<file path="config.mk">
export PLATFORM = sky130hd
export DESIGN_NAME = tlb_miss_walk_arbiter
export DESIGN_NICKNAME = d
export VERILOG_FILES = /design/src/rtl/tlb_miss_walk_arbiter.sv
export SDC_FILE = /design/constraint.sdc
export NUM_CORES = 1
export LEC_CHECK = 0
export ABC_AREA = 1
export CAP_MARGIN = 5
export CORE_ASPECT_RATIO = 1.5
export CORE_MARGIN = 5
export CORE_UTILIZATION = 39
export DETAILED_ROUTE_END_ITERATION = 16
export PLACE_DENSITY = 0.94
export SLEW_MARGIN = 0
export SYNTH_ARGS = -nofsm -noshare
export SYNTH_HDL_FRONTEND = slang
export SYNTH_SLANG_ARGS = --single-unit
</file>
<file path="constraint.sdc">
create_clock -name clk_i -period 3.3 [get_ports clk_i]
set_input_delay 0.66 -clock clk_i [delete_from_list [all_inputs] [get_ports clk_i]]
set_output_delay 0.66 -clock clk_i [all_outputs]
set_load 0.005 [all_outputs]
</file>
<file path="src/rtl/tlb_miss_walk_arbiter.sv">
// Arbitrates ITLB/DTLB misses onto the single sv39 page-table walker and routes completions back.
// Define TLB_ARB_ANTISTARVE_EN to bound ITLB starvation to StarveMax consecutive DTLB grants.
module tlb_miss_walk_arbiter #(
  parameter int unsigned VpnWidth  = 27,
  parameter int unsigned StarveMax = 4
) (
  input  logic                clk_i,
  input  logic                rst_ni,
  input  logic                flush_i,
  input  logic                itlb_req_i,
  input  logic [VpnWidth-1:0] itlb_vpn_i,
  output logic                itlb_gnt_o,
  output logic                itlb_done_o,
  input  logic                dtlb_req_i,
  input  logic [VpnWidth-1:0] dtlb_vpn_i,
  input  logic                dtlb_is_store_i,
  output logic                dtlb_gnt_o,
  output logic                dtlb_done_o,
  output logic                walk_valid_o,
  input  logic                walk_ready_i,
  output logic [VpnWidth-1:0] walk_vpn_o,
  output logic                walk_is_instr_o,
  output logic                walk_is_store_o,
  input  logic                walk_done_i,
  input  logic                walk_err_i,
  output logic                resp_err_o,
  output logic                busy_o
);

  typedef enum logic [1:0] {
    IDLE,
    REQ,
    WALK,
    FLUSH_WAIT
  } state_e;

  state_e              state_q, state_d;
  logic [VpnWidth-1:0] vpn_q;
  logic                is_instr_q;
  logic                is_store_q;
  logic                grant_ok;
  logic                itlb_win;
  logic                walk_finish;

  if (StarveMax < 1) begin : g_starve_max_check
    $error("StarveMax must be at least 1");
  end

  // Grants only issue from IDLE, and never while a flush is in progress.
  assign grant_ok = (state_q == IDLE) && !flush_i;

`ifdef TLB_ARB_ANTISTARVE_EN
  localparam int unsigned CntWidth = $clog2(StarveMax + 1);

  logic [CntWidth-1:0] starve_q;
  logic                itlb_boost;

  assign itlb_boost = (starve_q == CntWidth'(StarveMax));
  assign itlb_win   = itlb_req_i && (!dtlb_req_i || itlb_boost);

  always_ff @(posedge clk_i) begin
    if (!rst_ni) begin
      starve_q <= '0;
    end else if (flush_i || itlb_gnt_o) begin
      starve_q <= '0;
    end else if (dtlb_gnt_o && itlb_req_i && !itlb_boost) begin
      starve_q <= starve_q + 1'b1;
    end
  end
`else
  assign itlb_win = itlb_req_i && !dtlb_req_i;
`endif

  assign itlb_gnt_o = grant_ok && itlb_win;
  assign dtlb_gnt_o = grant_ok && dtlb_req_i && !itlb_win;

  // A completion is delivered only from WALK; a coincident flush swallows it.
  assign walk_finish = (state_q == WALK) && walk_done_i && !flush_i;

  assign itlb_done_o     = walk_finish && is_instr_q;
  assign dtlb_done_o     = walk_finish && !is_instr_q;
  assign resp_err_o      = walk_finish && walk_err_i;
  assign walk_valid_o    = (state_q == REQ);
  assign busy_o          = (state_q != IDLE);
  assign walk_vpn_o      = vpn_q;
  assign walk_is_instr_o = is_instr_q;
  assign walk_is_store_o = is_store_q;

  always_comb begin
    // NOTE: next state defaults to the current state so every path assigns it; no latch is inferred.
    state_d = state_q;
    unique case (state_q)
      IDLE: begin
        if (itlb_gnt_o || dtlb_gnt_o) state_d = REQ;
      end
      REQ: begin
        if (flush_i)           state_d = walk_ready_i ? FLUSH_WAIT : IDLE;
        else if (walk_ready_i) state_d = WALK;
      end
      WALK: begin
        if (walk_done_i)  state_d = IDLE;
        else if (flush_i) state_d = FLUSH_WAIT;
      end
      FLUSH_WAIT: begin
        if (walk_done_i) state_d = IDLE;
      end
      default: state_d = IDLE;
    endcase
  end

  // NOTE: reset is synchronous, so it is tested inside the clocked block; all state uses <=.
  always_ff @(posedge clk_i) begin
    if (!rst_ni) begin
      state_q <= IDLE;
    end else begin
      state_q <= state_d;
    end
  end

  // Request payload is captured on the grant and held until the next grant.
  always_ff @(posedge clk_i) begin
    if (!rst_ni) begin
      vpn_q      <= '0;
      is_instr_q <= 1'b0;
      is_store_q <= 1'b0;
    end else if (itlb_gnt_o) begin
      vpn_q      <= itlb_vpn_i;
      is_instr_q <= 1'b1;
      is_store_q <= 1'b0;
    end else if (dtlb_gnt_o) begin
      vpn_q      <= dtlb_vpn_i;
      is_instr_q <= 1'b0;
      is_store_q <= dtlb_is_store_i;
    end
  end

endmodule
</file>
==> summary.md, run 1 <==
| Metric | Value |
|---|---|
| Result of the run | `finished, final reports clean` |
| Routed Wire Length | `around 4.9 mm` |
| Initial antenna violation count | `0` |
| Count of instances resized after the clock tree is built | `0` |
| Half-perimeter wire length after placement | `between 3 and 4 mm` |
| Count of TritonRoute iterations in the first routing pass | `6` |
| Worst hold-check path type | `flop to flop` |
| Slew @ Worst Pin | `approximately 900 ps` |
| Setup repair after global routing missed its margin | `no` |
| First-pass GRT wire length | `7.99 mm` |
| Dominant cell type by count on the critical path | `sky130_fd_sc_hd__clkdlybuf4s50_1` |
| End point of the worst hold path | `walk_vpn_o[3]` |
| Vias in the first global route | `approximately 1,800` |
| Time the final worst path needs with I/O delays and setup | `approximately 2800 ps` |
| Area delta synth->final | `64.2%` |
| TritonCTS Buffers | `5` |
| Fraction of power spent switching nets | `about a third` |
| Worst r2r src | `state_q[1]` |
| X dimension of the die | `approximately 63 um` |
| Fraction of the yosys area taken by sequential cells | `38.1%` |
| Reg2Reg Depth | `6` |
| Launch point of the worst hold path | `walk_vpn_o[3]` |
| Min-Delay Path Depth | `2` |
| Highest clock frequency the design can meet | `between 300 and 400 MHz` |
| Kind of end point of the critical path | `output port` |
| Final layout net count | `~380` |
| Post-route standard cell area excluding fillers | `roughly 2700 um^2` |
| Total standard cell area after synthesis | `1630 um^2` |
| Final-layout fill cell count | `about 350` |
| Sum of overflow across all layers after global routing | `0` |
| Classification of the worst setup path | `input pin to output port` |
| Number of buffers on the longest clock path | `2` |
| Critical-path top delay cell | `sky130_fd_sc_hd__clkdlybuf4s50_1` |
| Peak per-stage delay on the critical path | `520 ps` |
| Maximum number of pins on one net before global-route repair | `58` |
| Share of total power in sequential cells | `a little under two fifths` |
| Sum of buffers and inverters on the critical path | `3` |
| Cells after Synth | `~230` |
| Final period util | `a little over four fifths` |
| Total of max-cap violations | `0` |
| Number of H-tree levels | `2` |
| Most common cell after layout, fill and taps aside | `sky130_fd_sc_hd__clkdlybuf4s50_1` |
| Placement-stage worst setup slack | `a little over 500 ps` |
| Syn Area/Cell | `between 7 and 8 um^2` |
| Post-detailed-route wirelength per cell | `around 13 um` |
| Data arrival, critical path | `2120 ps` |
| #FFs+latches synth | `31` |
| Clock latency on the worst-skew pair | `280 ps` |
| Routed Antenna Nets | `0` |
| Internal power consumption | `0.000859 W` |
| Startpoint type of the worst setup path | `input pin` |
| TritonCTS clock tree | `done` |
| Chip height | `a little under 90 um` |
| Pwr/cell area | `476 nW/um^2` |
| Core area | `3990 um^2` |
| Number of nets produced by synthesis | `a little under 300` |
| Maximum fanout along the worst path | `5` |
| Number of clock sinks | `31` |
| CTS clock-pin slew for the worst setup and hold paths | `about 60 ps` |
| Io pins | `a little under 100` |
| Comb pwr share | `41.0%` |
| Part of the total power dissipated in the clock network | `a little over a fifth` |
| Cell Chain, Critical Path | `clkdlybuf4s50_1, inv_1, nand3_1, nor2_1, clkdlybuf4s50_1` |
| RR Endpoint | `state_q[1]` |
| TNS Setup | `0 ps` |
| Initial DRC Count | `55` |
| Commonest non-fill, non-tap cells in the layout | `98 x sky130_fd_sc_hd__clkdlybuf4s50_1, 37 x sky130_fd_sc_hd__inv_1, 35 x sky130_fd_sc_hd__nand2_1, 34 x sky130_fd_sc_hd__o21ai_1` |
| Worst Slack Setup Final | `approximately 520 ps` |
| Via count | `about 1,800` |
| Unique cell type count in the Yosys netlist | `19` |
| Port Buf Inserts | `98` |
| Total cell area at the placement stage | `between 2000 and 3000 um^2` |
| Final routed DRC violation total | `0` |
| Top cell family by delay on the critical path | `buffers and inverters` |
| Final hold violation count | `0` |
| Full die area | `approximately 5600 um^2` |
| Data required, critical path | `between 2000 and 3000 ps` |
| Starting Density | `between 40% and 50%` |
| Slack of the worst reg-to-reg path | `approximately 1600 ps` |
| Standard-cell rows | `28` |
| Number of diodes | `0` |
| Number of warning messages in the yosys log | `0` |
| Worst-case headroom to the max-slew limit | `39.5%` |
| Via-to-Cell Ratio | `4.93` |
| Number of hold buffers added after cts | `0` |
| Max rail drop VDD | `roughly 0.40 mV` |
| Setup Viol. Count Final | `0` |
| Switching Power | `~0.00042 W` |
| Layout cell share with drive strength beyond 1 | `between 10% and 20%` |
| Weighted congestion reported at the end of routability-driven placement | `0.739` |
| Clock skew | `11.2 ps` |
| Total routing resource utilization after global routing | `17.8%` |
| Number of pins with negative max-slew slack in the final report | `0` |
| Static leakage | `roughly 1.1 nW` |
| Post-CTS Setup Repair Bufs | `0` |
| Clock root buffer | `sky130_fd_sc_hd__clkbuf_8` |
metrics by stage:
step | util (%) | total power [W] | hold slack, ps | instances
final | 67.0 | 0.00127 | 462 | 367
after global routing | 67.0 | 0.00136 | 485 | 367
after CTS | 67.0 | 0.00129 | 464 | 367
after detailed placement | 64.9 | 0.00101 | 455 | 359
after global placement | 64.9 | 0.000991 | 451 | 359
after floorplan | - | 0.000753 | 460 | 228
synthesized netlist by cell type:
cell type                  number  area, um^2
sky130_fd_sc_hd__nor3_1         2        10.0
sky130_fd_sc_hd__buf_6          3        33.8
sky130_fd_sc_hd__buf_2          6        30.0
sky130_fd_sc_hd__o21ai_2       20         175
sky130_fd_sc_hd__dfxtp_1       31         621
sky130_fd_sc_hd__nand3_1        4        20.0
sky130_fd_sc_hd__o211ai_1       1        7.51
sky130_fd_sc_hd__clkbuf_1       3        11.3
sky130_fd_sc_hd__o21ai_0        2        10.0
sky130_fd_sc_hd__nor2_4         1        11.3
sky130_fd_sc_hd__buf_4          2        15.0
sky130_fd_sc_hd__nor2_1        11        41.3
sky130_fd_sc_hd__inv_2          2        7.51
sky130_fd_sc_hd__o21ai_1       34         170
sky130_fd_sc_hd__nand2_1       35         131
sky130_fd_sc_hd__a21oi_1       31         155
sky130_fd_sc_hd__nand3_2        2        20.0
sky130_fd_sc_hd__inv_1         37         139
sky130_fd_sc_hd__nor2_8         1        20.0
per-layer routing:
layer / GRT usage, % / wire [um]
met5: 0 / 0
met4: 5.41 / 69
met3: 6.04 / 322
met2: 35.2 / 2760
met1: 17.1 / 1800
final cells by class:
type	instances	area, um^2	share of cell area, %
Sequential cell	31	621	23.2
Timing Repair Buffer	100	996	37.2
Clock buffer	5	68.8	2.57
Multi-Input combinational cell	144	772	28.9
Tap cell	45	56.3	2.10
Clock inverter	3	15.0	0.561
Inverter	39	146	5.47
power groups by stage:
stage / Clock, W / Sequential, W / Combinational (W)
3_5_place_dp: 0 / 0.000481 / 0.000527
3_3_place_gp: 0 / 0.000478 / 0.000513
2_1_floorplan: 0 / 0.000483 / 0.000270
5_1_grt: 0.000307 / 0.000479 / 0.000576
4_1_cts: 0.000289 / 0.000473 / 0.000529
6_report: 0.000278 / 0.000473 / 0.000523
worst max path at each step:
stage / from / to / slack [ps] / depth (start not counted)
3_3_place_gp: flush_i / resp_err_o / 630 / 5
4_1_cts: flush_i / itlb_done_o / 520 / 5
3_5_place_dp: flush_i / resp_err_o / 520 / 5
5_1_grt: flush_i / itlb_done_o / 390 / 5
6_report: flush_i / itlb_done_o / 520 / 5
2_1_floorplan: flush_i / itlb_gnt_o / 1620 / 3
state kept, by name, summed over array words and instances (netlist names):
signal           cells
walk_vpn_o          27
walk_is_instr_o      1
state_q              2
walk_is_store_o      1
tightest hold or removal path: cells and delay by family (launching register included):
kind / cells / cell delay [ps]
AO/OA/AOI/OAI: 1 / 50
flip-flops: 1 / 310
AND/OR/NAND/NOR: 1 / 60
logic make-up (layout without fill, tap and decap cells):
group,count (synthesis),in the layout,synth area share [%]
buffers and inverters,53,147,14.5
AO/OA/AOI/OAI,88,88,31.8
flip-flops,31,31,38.1
AND/OR/NAND/NOR,56,56,15.6
No activity file was read; power rests on OpenSTA's default activity.
==> run 2: changes to the inputs <==
--- a/config.mk
+++ b/config.mk
@@ -9,9 +9,9 @@
 export CAP_MARGIN = 5
 export CORE_ASPECT_RATIO = 1.5
 export CORE_MARGIN = 5
-export CORE_UTILIZATION = 39
+export CORE_UTILIZATION = 37
 export DETAILED_ROUTE_END_ITERATION = 16
-export PLACE_DENSITY = 0.94
+export PLACE_DENSITY = 0.9
 export SLEW_MARGIN = 0
 export SYNTH_ARGS = -nofsm -noshare
 export SYNTH_HDL_FRONTEND = slang
==> constraint.sdc (replaced) <==
create_clock -name clk_i -period 2.6 [get_ports clk_i]
set_input_delay 0.52 -clock clk_i [delete_from_list [all_inputs] [get_ports clk_i]]
set_output_delay 0.52 -clock clk_i [all_outputs]
set_load 0.005 [all_outputs]
==> run 2 against run 1 <==
  * Highest routed layer unchanged
  * Critical endpoint is now resp_err_o
  * Worst setup slack lost 360 ps
  * Sequential cell count unchanged
  * Worst hold slack improved by 1.1 ps
  * Cell count decreased by 0.27%
  * Die area is 4.7% higher
  * Utilization is 4.2 points lower
  * Global-route usage shrank 0.59 points
  * Non-clock buffer count unchanged
  * Critical path depth did not move
  * Sequential power up 27%
  * Register-to-register slack got worse by 680 ps
  * Total power rose by 25%
==> summary.md, run 2 (same netlist as run 1, synthesis figures left out) <==
| Metric | Value |
|---|---|
| Share of total power in sequential cells | `37.8% (+0.7 points)` |
| Static leakage | `1.11 nW (-0.94%)` |
| Combined flip-flop and latch cell area | `621 um^2 (unchanged)` |
| Half-perimeter wire length after placement | `3.68 mm (-1.5%)` |
| Post-detailed-route wirelength per cell | `13.2 um (-2.4%)` |
| First-pass GRT wire length | `8.18 mm (+2.3%)` |
| Area delta synth->final | `63.6%` |
| Part of the total power dissipated in the clock network | `21.0% (-0.9 points)` |
| Comb pwr share | `41.3% (+0.3 points)` |
| Most common cell after layout, fill and taps aside | `sky130_fd_sc_hd__clkdlybuf4s50_1` |
| Slack of the worst reg-to-reg path | `920 ps (-680 ps)` |
| Clock skew | `4.85 ps (-6.36 ps)` |
| Total routing resource utilization after global routing | `17.2% (-0.59 points)` |
| Worst-case headroom to the max-slew limit | `38.9% (-0.69 points)` |
| Classification of the worst setup path | `input pin to output port` |
| Number of clock sinks | `31 (unchanged)` |
| Result of the run | `finished, final reports clean` |
| TritonCTS clock tree | `done` |
| Count of TritonRoute iterations in the first routing pass | `4 (-2)` |
| Highest clock frequency the design can meet | `around 410 MHz` |
| Fraction of power spent switching nets | `31.8% (-0.76 points)` |
| Clock root buffer | `sky130_fd_sc_hd__clkbuf_8` |
| Full die area | `5860 um^2 (+4.7%)` |
| Post-CTS Setup Repair Bufs | `0 (unchanged)` |
| Core area | `4250 um^2 (+6.3%)` |
| Starting Density | `38.4% (-2.4 points)` |
| Data arrival, critical path | `1920 ps (-200 ps)` |
| Total power | `0.00159 W (+25%)` |
| Time the final worst path needs with I/O delays and setup | `2440 ps` |
| Count of instances resized after the clock tree is built | `0 (unchanged)` |
| Layout cell share with drive strength beyond 1 | `10.3% (-0.87 points)` |
| Io pins | `99 (unchanged)` |
| Via count | `1,806 (-0.11%)` |
| Number of hold buffers added after cts | `0 (unchanged)` |
| Vias in the first global route | `1,839 (+3.2%)` |
| Pwr/cell area | `597 nW/um^2 (+25%)` |
| Number of buffers on the longest clock path | `2 (unchanged)` |
| Weighted congestion reported at the end of routability-driven placement | `0.744 (+0.69%)` |
| Number of pins with negative max-slew slack in the final report | `0 (unchanged)` |
| Routed Antenna Nets | `0 (unchanged)` |
| Maximum number of pins on one net before global-route repair | `58 (unchanged)` |
| Total area of multi-input combinational cells | `772 um^2 (unchanged)` |
| TNS Setup | `0 ps (unchanged)` |
| Startpoint type of the worst setup path | `input pin` |
| Initial antenna violation count | `0 (unchanged)` |
| Cell Chain, Critical Path | `clkdlybuf4s50_1, inv_1, nand3_1, nor2_1, clkdlybuf4s50_1` |
| Number of diodes | `0 (unchanged)` |
| Top cell family by delay on the critical path | `buffers and inverters` |
| Via-to-Cell Ratio | `4.93 (+0.16%)` |
| Maximum fanout along the worst path | `5 (unchanged)` |
| Final layout net count | `384 (unchanged)` |
| Setup repair after global routing missed its margin | `no` |
| Switching Power | `0.000507 W (+22%)` |
| Worst hold-check path type | `flop to flop` |
| Data required, critical path | `2080 ps (-560 ps)` |
| Initial DRC Count | `71 (+29%)` |
| Max FFs per register | `27 (unchanged)` |
| Clock latency on the worst-skew pair | `270 ps (about the same)` |
| Kind of end point of the critical path | `output port` |
| Peak per-stage delay on the critical path | `510 ps (about the same)` |
| Final period util | `a little over nine tenths` |
| Final routed DRC violation total | `0 (unchanged)` |
| Final-layout fill cell count | `393 (+14%)` |
| Sum of buffers and inverters on the critical path | `3 (unchanged)` |
| CTS clock-pin slew for the worst setup and hold paths | `60 ps (about the same)` |
| X dimension of the die | `64.2 um (+2.2%)` |
| Final hold violation count | `0 (unchanged)` |
| Standard-cell rows | `29 (+3.6%)` |
| Max rail drop VDD | `0.485 mV (+22%)` |
| Sum of overflow across all layers after global routing | `0 (unchanged)` |
| Slew @ Worst Pin | `916 ps (+10.3 ps)` |
| TritonCTS Buffers | `5 (unchanged)` |
| Final worst hold slack | `463 ps (+1.11 ps)` |
| Number of H-tree levels | `2 (unchanged)` |
| Port Buf Inserts | `98 (unchanged)` |
| Critical-path top delay cell | `sky130_fd_sc_hd__clkdlybuf4s50_1` |
| Chip height | `91.3 um (+2.4%)` |
| Commonest non-fill, non-tap cells in the layout | `98 x sky130_fd_sc_hd__clkdlybuf4s50_1, 37 x sky130_fd_sc_hd__inv_1, 35 x sky130_fd_sc_hd__nand2_1, 34 x sky130_fd_sc_hd__o21ai_1` |
| Total of max-cap violations | `0 (unchanged)` |
| Setup Viol. Count Final | `0 (unchanged)` |
| Internal power consumption | `0.00109 W (+26%)` |
| Routed Wire Length | `4.82 mm (-2.6%)` |
| Dominant cell type by count on the critical path | `sky130_fd_sc_hd__clkdlybuf4s50_1` |
## run 2: cell types whose count changed in the layout (fill, tap and decap cells not counted), sizes merged
cell and change:
clkinv -3, clkbuf +1
## run 2: worst paths after layout
| path | from | endpoint | cells past startpoint |
|---|---|---|---|
| setup / recovery | flush_i | resp_err_o | 5 |
| hold / removal | walk_vpn_o[15] | walk_vpn_o[15] | 2 |
| setup reg to reg | state_q[1] | state_q[1] | 6 |
| hold reg to reg | walk_vpn_o[15] | walk_vpn_o[15] | 2 |
## run 2: area by class of cell
class                           instances  area share [%]
Timing Repair Buffer                  100            37.4
Multi-Input combinational cell        144            29.0
Sequential cell                        31            23.3
Inverter                               39            5.49
Clock buffer                            6            2.72
Tap cell                               46            2.16
## run 2: power by group through the flow
| stage | clock, W | sequential (W) | combinational [W] |
|---|---|---|---|
| 2_1_floorplan | 0 | 0.000613 | 0.000342 |
| 3_3_place_gp | 0 | 0.000607 | 0.000651 |
| 3_5_place_dp | 0 | 0.000611 | 0.000662 |
| 4_1_cts | 0.000350 | 0.000602 | 0.000666 |
| 5_1_grt | 0.000369 | 0.000611 | 0.000731 |
| 6_report | 0.000334 | 0.000601 | 0.000657 |
## run 2: per-layer routing
layer	up-vias	routed length, um	share of wire (%)	track usage [%]
li1	921	-	-	-
met1	793	1690	35	17.0
met2	80	2560	53	30.7
met3	12	459	9.5	7.41
met4	0	111	2.3	6.79
met5	-	0	0	0
## run 2: per-stage QoR
step / instance area, um^2 / util (%) / std cells / setup slack (ps)
6_report: 2670 / 62.8 / 366 / 159
5_1_grt: 2670 / 62.8 / 366 / 77.6
3_5_place_dp: 2590 / 61.1 / 360 / 177
2_1_floorplan: 1630 / - / 228 / 1200
4_1_cts: 2670 / 62.8 / 366 / 161
3_3_place_gp: 2590 / 61.1 / 360 / 219
## run 2: worst reg2reg max path, stage by stage (launching register included)
cell and delay [ps]:
sky130_fd_sc_hd__dfxtp_1 430, sky130_fd_sc_hd__nor2_4 70, sky130_fd_sc_hd__nand3_2 90, sky130_fd_sc_hd__buf_4 530, sky130_fd_sc_hd__nand3_1 190, sky130_fd_sc_hd__nand3_1 130, sky130_fd_sc_hd__a21oi_1 70
==> run 3: changes to the inputs <==
--- a/config.mk
+++ b/config.mk
@@ -5,13 +5,13 @@
 export SDC_FILE = /design/constraint.sdc
 export NUM_CORES = 1
 export LEC_CHECK = 0
-export ABC_AREA = 1
 export CAP_MARGIN = 5
 export CORE_ASPECT_RATIO = 1.5
-export CORE_MARGIN = 5
-export CORE_UTILIZATION = 37
+export CORE_MARGIN = 8
+export CORE_UTILIZATION = 36
 export DETAILED_ROUTE_END_ITERATION = 16
-export PLACE_DENSITY = 0.9
+export PLACE_DENSITY = 0.91
+export RECOVER_POWER = 50
 export SLEW_MARGIN = 0
 export SYNTH_ARGS = -nofsm -noshare
 export SYNTH_HDL_FRONTEND = slang
==> run 3 against run 2 <==
  * Via count decreased by 17%
  * Clock skew fell by 3.7 ps
  * Sequential share of layout area up 0.48 points
  * Largest power group is now registers
  * Combinational power down 32%
  * Highest routed layer unchanged
  * Cell area down 2.0%
  * Sequential cell count did not move
  * Clock power grew 12%
  * Global-route usage decreased by 1.9 points
  * Critical path type unchanged
  * Maximum frequency fell by 0.29%
  * Non-clock buffer count rose by 7
  * Critical endpoint is now itlb_gnt_o
  * Largest cell class unchanged
==> summary.md, run 3 <==
| Metric | Value |
|---|---|
| Result of the run | `finished, final reports clean` |
| Weighted congestion reported at the end of routability-driven placement | `0.778 (+4.5%)` |
| Global routing usage on met2 | `27.7% (-3.0 points)` |
| Final worst hold slack | `477 ps (+14.1 ps)` |
| Initial DRC Count | `78 (+9.9%)` |
| Critical-path top delay cell | `sky130_fd_sc_hd__clkdlybuf4s50_1` |
| Final hold violation count | `0 (unchanged)` |
| Min-Delay Path Depth | `2 (unchanged)` |
| Worst-case headroom to the max-slew limit | `39.6% (+0.78 points)` |
| Asr flop ratio synth | `0% (unchanged)` |
| Setup Viol. Count Final | `0 (unchanged)` |
| Number of H-tree levels | `2 (unchanged)` |
| Vias in the first global route | `1,567 (-15%)` |
| First-pass GRT wire length | `7.62 mm (-6.8%)` |
| Startpoint type of the worst setup path | `input pin` |
| Dominant cells by area after synthesis | `sky130_fd_sc_hd__dfxtp_1 42%, sky130_fd_sc_hd__a2bb2oi_2 19%, sky130_fd_sc_hd__o221ai_1 15%` |
| Full die area | `6500 um^2 (+11%)` |
| Final cell utilization of the core | `66.0% (+3.2 points)` |
| Count of TritonRoute iterations in the first routing pass | `4 (unchanged)` |
| Data arrival, critical path | `1930 ps (about the same)` |
| Reg2Reg Depth | `4 (-2)` |
| Commonest non-fill, non-tap cells in the layout | `67 x sky130_fd_sc_hd__clkdlybuf4s50_1, 31 x sky130_fd_sc_hd__dlygate4sd3_1, 31 x sky130_fd_sc_hd__dfxtp_1, 26 x sky130_fd_sc_hd__o221ai_1, 19 x sky130_fd_sc_hd__a2bb2oi_2` |
| Standard-cell rows | `28 (-3.4%)` |
| Layout cell share with drive strength beyond 1 | `18.2% (+7.9 points)` |
| Kind of end point of the critical path | `output port` |
| Maximum number of pins on one net before global-route repair | `28 (-52%)` |
| Core area | `3960 um^2 (-6.7%)` |
| Most used flip-flop cell after synthesis | `sky130_fd_sc_hd__dfxtp_1` |
| Post-CTS Setup Repair Bufs | `0 (unchanged)` |
| Most common cell after layout, fill and taps aside | `sky130_fd_sc_hd__clkdlybuf4s50_1` |
| Number of hold buffers added after cts | `0 (unchanged)` |
| Static leakage | `1.03 nW (-7.6%)` |
| #FFs+latches synth | `31 (unchanged)` |
| Count of flip-flops with a built-in enable after synthesis | `0 (unchanged)` |
| Peak per-stage delay on the critical path | `500 ps (about the same)` |
| Final-layout fill cell count | `321 (-18%)` |
| Largest family of logic cells by synthesized area | `compound AO/OA/AOI/OAI gates` |
| Sum of overflow across all layers after global routing | `0 (unchanged)` |
| Starting Density | `37.6% (-0.73 points)` |
| Slack of the worst reg-to-reg path | `700 ps (-220 ps)` |
| Number of warning messages in the yosys log | `0 (unchanged)` |
| Cell accounting for the most synthesized area | `sky130_fd_sc_hd__dfxtp_1` |
| Simple-Gate Fraction of Synth Area | `8.90% (-6.7 points)` |
| RR Endpoint | `walk_vpn_o[24]` |
| Layer carrying the most global-route usage | `met2` |
| Dominant cell type by count on the critical path | `sky130_fd_sc_hd__clkdlybuf4s50_1` |
| Via count | `1,494 (-17%)` |
| Post-detailed-route wirelength per cell | `18.0 um (+37%)` |
| CTS clock-pin slew for the worst setup and hold paths | `60 ps (about the same)` |
| Xor/xnor cell area share of the yosys netlist | `0.588% (+0.59 points)` |
| Half-perimeter wire length after placement | `3.95 mm (+7.2%)` |
| TritonCTS Buffers | `5 (unchanged)` |
| Total of max-cap violations | `0 (unchanged)` |
| Most frequent cells after synthesis | `31 x sky130_fd_sc_hd__dfxtp_1, 26 x sky130_fd_sc_hd__o221ai_1, 19 x sky130_fd_sc_hd__a2bb2oi_2, 7 x sky130_fd_sc_hd__a2bb2oi_1, 7 x sky130_fd_sc_hd__clkbuf_1` |
| Share of Yosys cell area claimed by the top area cell type | `41.6% (+3.6 points)` |
| Data required, critical path | `2080 ps (about the same)` |
| Io pins | `99 (unchanged)` |
| Maximum fanout along the worst path | `3 (-2)` |
| Port Buf Inserts | `98 (unchanged)` |
| Number of buffers on the longest clock path | `2 (unchanged)` |
| GR Layer Usage met3 | `3.80% (-3.6 points)` |
| Routed Antenna Nets | `0 (unchanged)` |
| Clock latency on the worst-skew pair | `270 ps (about the same)` |
| Highest clock frequency the design can meet | `409 MHz (-0.29%)` |
| Via-to-Cell Ratio | `5.41 (+9.7%)` |
| Number of pins with negative max-slew slack in the final report | `0 (unchanged)` |
| GR Util met1 | `15.8% (-1.2 points)` |
| Initial antenna violation count | `0 (unchanged)` |
| Number of clock sinks | `31 (unchanged)` |
| Max rail drop VDD | `0.456 mV (-6.1%)` |
| Worst Slack Setup Final | `152 ps (-7.07 ps)` |
| Max FFs per register | `27 (unchanged)` |
| Cells after Synth | `130 (-43%)` |
| X dimension of the die | `68.5 um (+6.8%)` |
| Final period util | `94.1% (+0.27 points)` |
| Worst hold-check path type | `flop to flop` |
| Classification of the worst setup path | `input pin to output port` |
| Syn Area/Cell | `11.5 um^2 (+60%)` |
| Unique cell type count in the Yosys netlist | `33 (+14)` |
| Setup repair after global routing missed its margin | `no` |
| TNS Setup | `0 ps (unchanged)` |
| Total routing resource utilization after global routing | `15.2% (-1.9 points)` |
| Area delta synth->final | `75.2%` |
| Post-route standard cell area excluding fillers | `2610 um^2 (-2.0%)` |
| Placement-stage worst setup slack | `167 ps (-10.8 ps)` |
| Compound-Gate Fraction of Synth Area | `42.2% (+10 points)` |
| Clock skew | `1.18 ps (-3.67 ps)` |
| Worst r2r src | `state_q[0]` |
| Final routed DRC violation total | `0 (unchanged)` |
| Total standard cell area after synthesis | `1490 um^2 (-8.5%)` |
| Sum of buffers and inverters on the critical path | `2 (-1)` |
| Top cell family by delay on the critical path | `buffers and inverters` |
| Most common cell in the netlist | `sky130_fd_sc_hd__dfxtp_1` |
| Slew @ Worst Pin | `905 ps (-10.7 ps)` |
| End point of the worst hold path | `walk_is_store_o` |
| Cell Chain, Critical Path | `clkdlybuf4s50_1, nor3_1, and3_1, clkdlybuf4s50_1` |
| Clock root buffer | `sky130_fd_sc_hd__clkbuf_8` |
| Number of diodes | `0 (unchanged)` |
| Launch point of the worst hold path | `walk_is_store_o` |
| Chip height | `94.8 um (+3.9%)` |
| Fraction of the yosys area taken by sequential cells | `41.6% (+3.6 points)` |
| Pwr/cell area | `538 nW/um^2 (-10%)` |
| Count of instances resized after the clock tree is built | `0 (unchanged)` |
| Routed Wire Length | `4.98 mm (+3.3%)` |
| Time the final worst path needs with I/O delays and setup | `2450 ps (+7.07 ps)` |
| Portion of netlist area occupied by mux cells | `0% (unchanged)` |
| Number of nets produced by synthesis | `193 (-34%)` |
| Total cell area at the placement stage | `2530 um^2 (-2.5%)` |
| TritonCTS clock tree | `done` |
| Adder-cell share of the synthesized area | `0% (unchanged)` |
| Final layout net count | `294 (-23%)` |
[run 3: cell count changes after synthesis, moves of 7 or more]
cell                        before  now
sky130_fd_sc_hd__a21oi_1        31    1
sky130_fd_sc_hd__a2bb2oi_1       0    7
sky130_fd_sc_hd__a2bb2oi_2       0   19
sky130_fd_sc_hd__inv_1          37    4
sky130_fd_sc_hd__nand2_1        35    3
sky130_fd_sc_hd__o21ai_1        34    0
sky130_fd_sc_hd__o21ai_2        20    0
sky130_fd_sc_hd__o221ai_1        0   26
[run 3: worst max-delay path by stage]
| stage | endpoint | cells after the start | from |
|---|---|---|---|
| floorplan | itlb_gnt_o | 3 | dtlb_req_i |
| global placement | dtlb_gnt_o | 5 | flush_i |
| detailed placement | itlb_gnt_o | 4 | flush_i |
| CTS | itlb_gnt_o | 4 | flush_i |
| global route | dtlb_gnt_o | 5 | flush_i |
| finish | itlb_gnt_o | 4 | flush_i |
[run 3: worst reg2reg max path: cells and delay by family (launching register included)]
family	cells	cell delay [ps]
flip-flops	1	370
AO/OA/AOI/OAI	1	160
buffers and inverters	1	680
AND/OR/NAND/NOR	2	540
[run 3: report_power, final]
part,total [W],internal [W],switching [W]
Sequential,0.000582,0.000541,0.0000407
Combinational,0.000446,0.000297,0.000149
Clock,0.000375,0.000207,0.000168
[run 3: layer usage]
metal  up-vias  routed length, um
li1        728                  -
met1       704               1680
met2        54               2860
met3         8                325
met4         0                103
met5         -                  0
[run 3: stage by stage]
step	cells	total power, W
after floorplan	130	0.000800
after global placement	269	0.00106
after detailed placement	269	0.00107
after CTS	276	0.00145
after global routing	276	0.00148
final	276	0.00140
[run 3: logic make-up (layout without fill, tap and decap cells)]
logic type	Yosys count	in the layout
AOI/OAI and AO/OA	59	59
and+or+nand+nor	21	21
DFF	31	31
xor gates and xnor gates	1	1
buffers and inverters	18	119
[run 3: final cells by class]
| class | instances | area (um^2) | area share, % |
|---|---|---|---|
| timing repair buffer | 107 | 1060 | 40.5 |
| clock inverter | 1 | 5.00 | 0.192 |
| inverter | 5 | 18.8 | 0.719 |
| sequential | 31 | 621 | 23.8 |
| tap | 45 | 56.3 | 2.16 |
| clock buffer | 6 | 82.6 | 3.16 |
| multi-input combinational | 81 | 771 | 29.5 |
